### config.mk
export PLATFORM = sky130hd
export DESIGN_NAME = fetch_unit
export DESIGN_NICKNAME = d
export VERILOG_FILES = /design/src/rtl/riscv_pkg.sv /design/src/rtl/next_pc_gen.sv /design/src/rtl/fetch_unit.sv
export SDC_FILE = /design/constraint.sdc
export NUM_CORES = 1
export LEC_CHECK = 0
export BUFFER_PORTS_ARGS = -buffer_cell sky130_fd_sc_hd__buf_2
export CAP_MARGIN = 20
export CORE_MARGIN = 3
export CORE_UTILIZATION = 40
export CTS_CLUSTER_DIAMETER = 80
export DETAILED_ROUTE_END_ITERATION = 8
export PLACE_DENSITY = 0.67
export SYNTH_ARGS = -nofsm -noshare
export SYNTH_HDL_FRONTEND = slang
export SYNTH_HIERARCHICAL = 1
export SYNTH_SLANG_ARGS = --single-unit
### constraint.sdc
create_clock -name clk -period 7.45 [get_ports clk]
set_input_delay 0.745 -clock clk [delete_from_list [all_inputs] [get_ports clk]]
set_output_delay 0.745 -clock clk [all_outputs]
set_load 0.01 [all_outputs]
### src/rtl/riscv_pkg.sv
// Shared definitions for the fetch stage and the decoder: FSM encodings, NOP, opcodes.
package riscv_pkg;

    typedef enum logic [1:0] {
        ST_IDLE  = 2'd0,
        ST_REQ   = 2'd1,
        ST_VALID = 2'd2,
        ST_ERR   = 2'd3
    } fetch_state_t;

    localparam logic [31:0] NOP_INSTR = 32'h0000_0013;

    localparam logic [6:0] OP_LOAD   = 7'b0000011;
    localparam logic [6:0] OP_STORE  = 7'b0100011;
    localparam logic [6:0] OP_RTYPE  = 7'b0110011;
    localparam logic [6:0] OP_ITYPE  = 7'b0010011;
    localparam logic [6:0] OP_BRANCH = 7'b1100011;
    localparam logic [6:0] OP_JAL    = 7'b1101111;
    localparam logic [6:0] OP_JALR   = 7'b1100111;
    localparam logic [6:0] OP_LUI    = 7'b0110111;
    localparam logic [6:0] OP_AUIPC  = 7'b0010111;

endpackage

### src/rtl/next_pc_gen.sv
// Next-PC selection for an accepted instruction, with word-alignment check.
module next_pc_gen #(
    parameter int unsigned XLEN = 32
) (
    input  logic [XLEN-1:0] pc,
    input  logic [XLEN-1:0] imm_ext,
    input  logic [XLEN-1:0] jalr_target,
    input  logic            pc_src,
    input  logic            pc_jalr,
    output logic [XLEN-1:0] next_pc,
    output logic            misaligned
);

    // jalr beats pc_src; sums wrap silently at the top of the address space
    always_comb begin
        next_pc = pc + XLEN'(4);
        if (pc_jalr) begin
            next_pc = {jalr_target[XLEN-1:1], 1'b0};
        end else if (pc_src) begin
            next_pc = pc + imm_ext;
        end
    end

    // bit 0 is always clear for jalr; bit 1 set means not word aligned
    assign misaligned = next_pc[1];

endmodule

### src/rtl/fetch_unit.sv
// Instruction fetch stage: PC register, single-outstanding imem fetch, hold until core accepts.
module fetch_unit
    import riscv_pkg::*;
#(
    parameter int unsigned    XLEN     = 32,
    parameter logic [XLEN-1:0] RESET_PC = '0,
    parameter int unsigned    MAX_WAIT = 15
) (
    input  logic            clk,
    input  logic            rst,
    output logic            imem_req,
    output logic [XLEN-1:0] imem_addr,
    input  logic            imem_rvalid,
    input  logic [XLEN-1:0] imem_rdata,
    input  logic            core_ready,
    input  logic            pc_src,
    input  logic            pc_jalr,
    input  logic [XLEN-1:0] imm_ext,
    input  logic [XLEN-1:0] jalr_target,
    output logic [XLEN-1:0] instr,
    output logic            instr_valid,
    output logic [6:0]      op,
    output logic [2:0]      funct3,
    output logic            funct7_b5,
    output logic [XLEN-1:0] pc,
    output logic [XLEN-1:0] pc_plus4,
    output logic            fetch_err
);

    localparam int unsigned CNT_W = $clog2(MAX_WAIT + 1);

    fetch_state_t      state, state_next;
    logic [XLEN-1:0]   pc_next, instr_next;
    logic [CNT_W-1:0]  wait_cnt, wait_cnt_next;
    logic [XLEN-1:0]   target;
    logic              target_misaligned;

    next_pc_gen #(.XLEN(XLEN)) u_next_pc_gen (
        .pc          (pc),
        .imm_ext     (imm_ext),
        .jalr_target (jalr_target),
        .pc_src      (pc_src),
        .pc_jalr     (pc_jalr),
        .next_pc     (target),
        .misaligned  (target_misaligned)
    );

    // Next-state, next-pc, instruction capture and timeout counting
    always_comb begin
        state_next    = state;
        pc_next       = pc;
        instr_next    = instr;
        wait_cnt_next = wait_cnt;
        case (state)
            ST_IDLE: begin
                state_next = ST_REQ;
            end
            ST_REQ: begin
                if (imem_rvalid) begin
                    instr_next = imem_rdata;
                    state_next = ST_VALID;
                end else if (wait_cnt == CNT_W'(MAX_WAIT)) begin
                    state_next = ST_ERR;
                end else begin
                    wait_cnt_next = wait_cnt + CNT_W'(1);
                end
            end
            ST_VALID: begin
                if (core_ready) begin
                    if (target_misaligned) begin
                        state_next = ST_ERR;
                    end else begin
                        pc_next       = target;
                        wait_cnt_next = '0;
                        state_next    = ST_REQ;
                    end
                end
            end
            ST_ERR: begin
                state_next = ST_ERR;
            end
            default: begin
                state_next = ST_IDLE;
            end
        endcase
    end

    // State and datapath registers; status outputs registered from the next state
    always_ff @(posedge clk) begin
        if (rst) begin
            state       <= ST_IDLE;
            pc          <= RESET_PC;
            instr       <= XLEN'(NOP_INSTR);
            wait_cnt    <= '0;
            imem_req    <= 1'b0;
            instr_valid <= 1'b0;
            fetch_err   <= 1'b0;
        end else begin
            state       <= state_next;
            pc          <= pc_next;
            instr       <= instr_next;
            wait_cnt    <= wait_cnt_next;
            imem_req    <= (state_next == ST_REQ);
            instr_valid <= (state_next == ST_VALID);
            fetch_err   <= (state_next == ST_ERR);
        end
    end

    assign imem_addr = pc;
    assign pc_plus4  = pc + XLEN'(4);
    assign op        = instr[6:0];
    assign funct3    = instr[14:12];
    assign funct7_b5 = instr[30];

endmodule

==> flow_summary.yaml, run 1 <==
clock_tree:
  clk_latency_ps: 340
  cts.sinks: 73
  cts-root-buf: "clkbuf_16"
  cts_buffers: 9
  clock_path_buffers: 2
  clk_pin_slew_worst_paths_ps: 60
  h-tree-depth: 3
  cts_resized: 0
  cts_tree: "built"
  cts_hold_buf: 0
  cts_setup_buffers: 0
sta:
  holdWs_ps: 449
  rsz0062_at_grt: "false"
  max_freq_mhz: 276
  relSlewSlack: 0.246
  min_period_ps: 3620
  timing.final.crit_share: 0.486
  maxSlewViolCount: 0
  finalSetupViolations: 0
  fin_ws_ps: 3830
  hold_violations: 0
  tns_ps: 0
  fin_worst_skew_ps: 7.45
  tightest_slew_ps: 1130
routing:
  drt-initial-drc-count: 437
  wl_per_cell_microns: 15.7
  detail-route-antenna-nets: 0
  wirelength_microns: 19700
  dr.pass1.iters: 5
  drc: 0
  vias_per_cell: 5.25
  vias: 6601
worst_setup_path:
  crit_path_end_kind: "flop"
  startpoint_type: "primary input"
  reg2regPathDepth: 11
  startpoint: "imm_ext[0]"
  cp.required_ps: 7710
  reg2reg_to: "imem_addr[20]"
  slowest_delay_ps: 640
  r2r_setup_slack_ps: 3940
  crit_slowest_cell: "a221oi_2"
  crit_fanout: 4
  r2r_start: "imem_addr[2]"
  crit_chain: "buf_2 -> ha_1 -> fa_1 -> a211oi_1 -> o21a_1 -> o21ai_2 -> a221oi_2 -> nor2_1 -> o41ai_2 -> mux2i_1 -> o211a_1 -> nand2_1 -> a21oi_1"
  endpoint: "imem_addr[20]"
  crit_arrival_ps: 3880
  setup.worst_path.class: "primary input to flop"
logic_synthesis:
  synth_cell_type_count: 69
  ys_warn_count: 6
  ys_seq_area_frac: 0.231
  synth_edf_count: 0
  syn_avg_cell_area_sq_um: 7.31
  syn_area_sq_um: 6340
  yosysTopAreaCellShare: 0.231
  synth-seq-cells: 73
  yosysTopAreaCell: "dfxtp_1"
  synth_top_flop_cell: "dfxtp_1"
  syn_inst: 867
  ys_async_sr_fraction: 0
  synth.top_cells.by_area: "dfxtp_1 23%, nand2_1 11%, a21oi_1 7.9%, ha_1 6.7%, xor2_1 5.7%"
  synth_nets: 1004
worst_hold_path:
  worstHoldStart: "instr[16]"
  hp-class: "flop to flop"
finish:
  layout-drive-gt1-share: 0.280
  num-fill-cells: 1604
  post-route-util: 0.496
  layout_commonest_cell: "buf_2"
  nets: 1178
  area_growth_pct: 20.4
  layout_common_cells: "242 x buf_2, 182 x nand2_1, 100 x a21oi_1, 73 x dfxtp_1, 48 x nor2_1"
  post-route-cell-area_sq_um: 7630
  diodes: 0
floorplanning:
  rows: 45
  die_w_microns: 132
  io_pins: 244
  dieArea_sq_um: 17400
  coreArea_sq_um: 15400
  die_h_microns: 132
  initial_core_util: 0.412
placement:
  pre_cts_ws_ps: 3550
  hpwl_microns: 14300
  gp_congestion: 0.862
  post_dp_cell_area_sq_um: 7360
  io_buffers: 242
global_routing:
  grt_antenna_before_repair: 0
  grt_pass1_wl_microns: 31000
  grt_use_total: 0.215
  overflow: 0
  grt_max_degree: 73
  grt_pass1_vias: 5929
power:
  peakVddDrop_mv: 0.0975
  power-per-cell-area_nw_per_um2: 134
  p_leak_nw: 3.74
job:
  max-cap-violations: 0
outcome:
  outcome: "completed"
worst max-delay path: cells and delay by family:
kind,cells,cell delay (ps)
compound gates,7,1920
fa+ha+maj,2,640
simple gates,2,250
mux,1,220
buf+inv,1,100
cells by family (layout without fill, tap and decap cells):
logic type / Yosys count / count (layout) / share of synthesized area
adder cells (fa/ha/maj): 35 / 35 / 0.0703
flip-flops: 73 / 73 / 0.231
AND/OR/NAND/NOR: 354 / 354 / 0.269
buffers and inverters: 108 / 287 / 0.0965
multiplexers: 8 / 8 / 0.0130
XOR/XNOR: 75 / 75 / 0.104
AO/OA/AOI/OAI: 214 / 214 / 0.217
sequential cells by signal, summed over array words and instances, names as in the netlist:
signal / flops
imem_req: 1
wait_cnt: 4
state: 2
instr_valid: 1
imem_addr: 32
instr: 32
fetch_err: 1
worst min-delay path by stage:
stage | to | slack (ps) | cells past startpoint
after CTS | instr[24] | 450 | 2
after floorplan | wait_cnt[1] | 470 | 2
after global routing | instr[15] | 470 | 2
after global placement | instr[8] | 440 | 2
final | instr[16] | 450 | 2
after detailed placement | instr[24] | 440 | 2
per-layer routing:
| metal | GRT usage | wire, microns | up-vias |
|---|---|---|---|
| li1 | - | - | 3338 |
| met1 | 0.298 | 9060 | 3024 |
| met3 | 0.0328 | 1270 | 20 |
| met2 | 0.349 | 9130 | 219 |
| met5 | 0 | 0 | - |
| met4 | 0.0572 | 259 | 0 |
final cells by class:
| cell class | count | area, sq um | share of cell area |
|---|---|---|---|
| Inverter | 22 | 82.6 | 0.0108 |
| Clock buffer | 10 | 229 | 0.0300 |
| Clock inverter | 6 | 43.8 | 0.00574 |
| Sequential cell | 73 | 1460 | 0.192 |
| Multi-Input combinational cell | 686 | 4290 | 0.562 |
| Timing Repair Buffer | 249 | 1260 | 0.166 |
| Tap cell | 211 | 264 | 0.0346 |
where the power goes:
part	total (mW)	internal, mW	switching (mW)
logic	0.201	0.0858	0.115
clock network	0.403	0.226	0.177
registers	0.422	0.405	0.0168
total	1.03	0.717	0.309
synth_stat cells, types with 3 or more instances:
cell,instances
a21o_1,24
a31oi_1,3
o21ai_0,29
buf_2,7
o21bai_1,7
nor2_1,48
nand4_1,15
a21oi_1,100
mux2i_1,6
buf_4,47
nor4_1,6
nand3_1,26
and2_1,5
and3_1,9
or3_1,3
nor4_2,3
dfxtp_1,73
nand2_1,182
nand3b_1,6
nand2b_1,4
and4_1,8
xor2_1,41
a211oi_1,16
nor3b_1,3
ha_1,34
nor3_1,21
nand4_4,3
inv_1,21
xnor2_1,34
clkbuf_1,29
metrics by stage:
| stage | total power [mW] | std cells |
|---|---|---|
| global route | 1.08 | 1257 |
| detailed placement | 0.630 | 1241 |
| CTS | 1.04 | 1257 |
| global placement | 0.629 | 1241 |
| floorplan | 0.559 | 867 |
| finish | 1.03 | 1257 |
No activity file was read; power rests on OpenSTA's default activity.
==> inputs of run 2 (changes only) <==
==> constraint.sdc (replaced) <==
create_clock -name clk -period 3.43 [get_ports clk]
set_input_delay 0.343 -clock clk [delete_from_list [all_inputs] [get_ports clk]]
set_output_delay 0.343 -clock clk [all_outputs]
set_load 0.01 [all_outputs]
==> run 2 against run 1 <==
First-iteration DRC count grew 5.9%. Via count grew 2.5%. Critical path depth is the same. Critical path type is now flop to flop. Largest power group is now clock. Highest routed layer unchanged.
==> flow_summary.yaml, run 2 (same netlist as run 1, synthesis figures left out) <==
sta:
  maxSlewViolCount: 0
  holdWs_ps: 209
  hold_violations: 0
  timing.final.crit_share: 0.925
  fin_worst_skew_ps: 7.78
  relSlewSlack: 0.587
  finalSetupViolations: 0
  rsz0062_at_grt: "false"
  tns_ps: 0
  tightest_slew_ps: 618
  min_period_ps: 3170
  fin_ws_ps: 257
  max_freq_mhz: 315
routing:
  drt-initial-drc-count: 463
  routed-wl-met3_microns: 1340
  wl_met2_microns: 9370
  vias: 6768
  drc: 0
  wl_per_cell_microns: 15.8
  vias_per_cell: 5.25
  wirelength_microns: 20400
  met1_length_microns: 9130
  detail-route-antenna-nets: 0
  dr.max_layer_used: "met4"
  dr.pass1.iters: 5
clock_tree:
  cts-root-buf: "clkbuf_16"
  cts_buffers: 9
  cts.sinks: 73
  clk_pin_slew_worst_paths_ps: 60
  cts_resized: 0
  cts_hold_buf: 0
  clk_latency_ps: 350
  clock_path_buffers: 2
  cts_tree: "built"
  cts_setup_buffers: 0
  h-tree-depth: 3
floorplanning:
  rows: 45
  dieArea_sq_um: 17400
  io_pins: 244
  die_h_microns: 132
  initial_core_util: 0.412
  die_w_microns: 132
  coreArea_sq_um: 15400
power:
  p_total_mw: 2.33
  swShare: 0.297
  sequentialPowerShare: 0.386
  clkPwrFrac: 0.413
  peakVddDrop_mv: 0.217
  power-per-cell-area_nw_per_um2: 295
  p_int_mw: 1.64
  power.switching_mw: 0.692
  p_leak_nw: 3.94
  p_comb_frac: 0.201
placement:
  dpl.cell_count: 1273
  pre_cts_ws_ps: 174
  hpwl_microns: 15300
  gp_congestion: 0.893
  post_dp_cell_area_sq_um: 7600
  io_buffers: 242
worst_setup_path:
  crit_slowest_cell: "fa_1"
  reg2regPathDepth: 13
  crit_arrival_ps: 3440
  reg2reg_to: "imem_addr[24]"
  endpoint: "imem_addr[24]"
  crit_fanout: 7
  startpoint: "imem_addr[0]"
  startpoint_type: "flop"
  setup.worst_path.class: "flop to flop"
  r2r_setup_slack_ps: 260
  cp.required_ps: 3700
  crit_chain: "ha_1 -> fa_1 -> a211oi_1 -> o21a_1 -> o21ai_2 -> a221oi_2 -> buf_4 -> a2bb2oi_4 -> a21oi_1 -> and4_1 -> nor3_1 -> nand2_1 -> a21oi_1"
  crit_path_end_kind: "flop"
  r2r_start: "imem_addr[0]"
  critPathMostFrequentCell: "a21oi_1"
  slowest_delay_ps: 430
worst_hold_path:
  hp-class: "primary input to flop"
finish:
  layout-drive-gt1-share: 0.302
  nets: 1210
  finish.cell_count_without_fillers: 1289
  diodes: 0
  layout_common_cells: "242 x buf_2, 182 x nand2_1, 100 x a21oi_1, 73 x dfxtp_1, 48 x nor2_1"
  layout_commonest_cell: "buf_2"
  post-route-cell-area_sq_um: 7900
  area_growth_pct: 24.6
  post-route-util: 0.514
job:
  max-cap-violations: 0
global_routing:
  grt_antenna_before_repair: 0
  grt_pass1_vias: 6205
  grt_pass1_wl_microns: 32500
  grt_use_total: 0.227
  grt_max_degree: 40
  overflow: 0
outcome:
  outcome: "completed"
run 2: power groups by stage:
stage          Clock [mW]  Combinational (mW)  Sequential [mW]
2_1_floorplan           0               0.274            0.940
3_3_place_gp            0               0.461            0.918
3_5_place_dp            0               0.463            0.919
4_1_cts             0.982               0.466            0.900
5_1_grt              1.02               0.516            0.905
6_report            0.963               0.468            0.900
run 2: cell type report:
type | count | area [sq um]
clock buffer | 9 | 225
clock inverter | 7 | 71.3
fill | 1586 | 7480
inverter | 22 | 82.6
multi-input combinational | 686 | 4290
sequential | 73 | 1460
tap | 211 | 264
timing repair buffer | 281 | 1500
run 2: worst min-delay path by stage:
stage             startpoint          end  slack, ps  depth (start not counted)
6_report       imem_rdata[1]     instr[1]        210                          3
5_1_grt        imem_rdata[4]     instr[4]        210                          3
2_1_floorplan    wait_cnt[1]  wait_cnt[1]        470                          2
3_5_place_dp       instr[11]    instr[11]        440                          2
4_1_cts        imem_rdata[1]     instr[1]        200                          3
3_3_place_gp        instr[7]     instr[7]        440                          2
run 2: layer usage:
metal / up-vias / global-route usage
met5: - / 0
met4: 0 / 0.0881
met3: 43 / 0.0347
met2: 247 / 0.361
met1: 3071 / 0.310
li1: 3407 / -
run 2: critical path, delay by kind of cell (launching register included):
family                     cells  cell delay (ps)
AOI/OAI and AO/OA              7             1430
adders and majority gates      2              670
buffers and inverters          1              200
DFF                            1              350
and+or+nand+nor                3              460
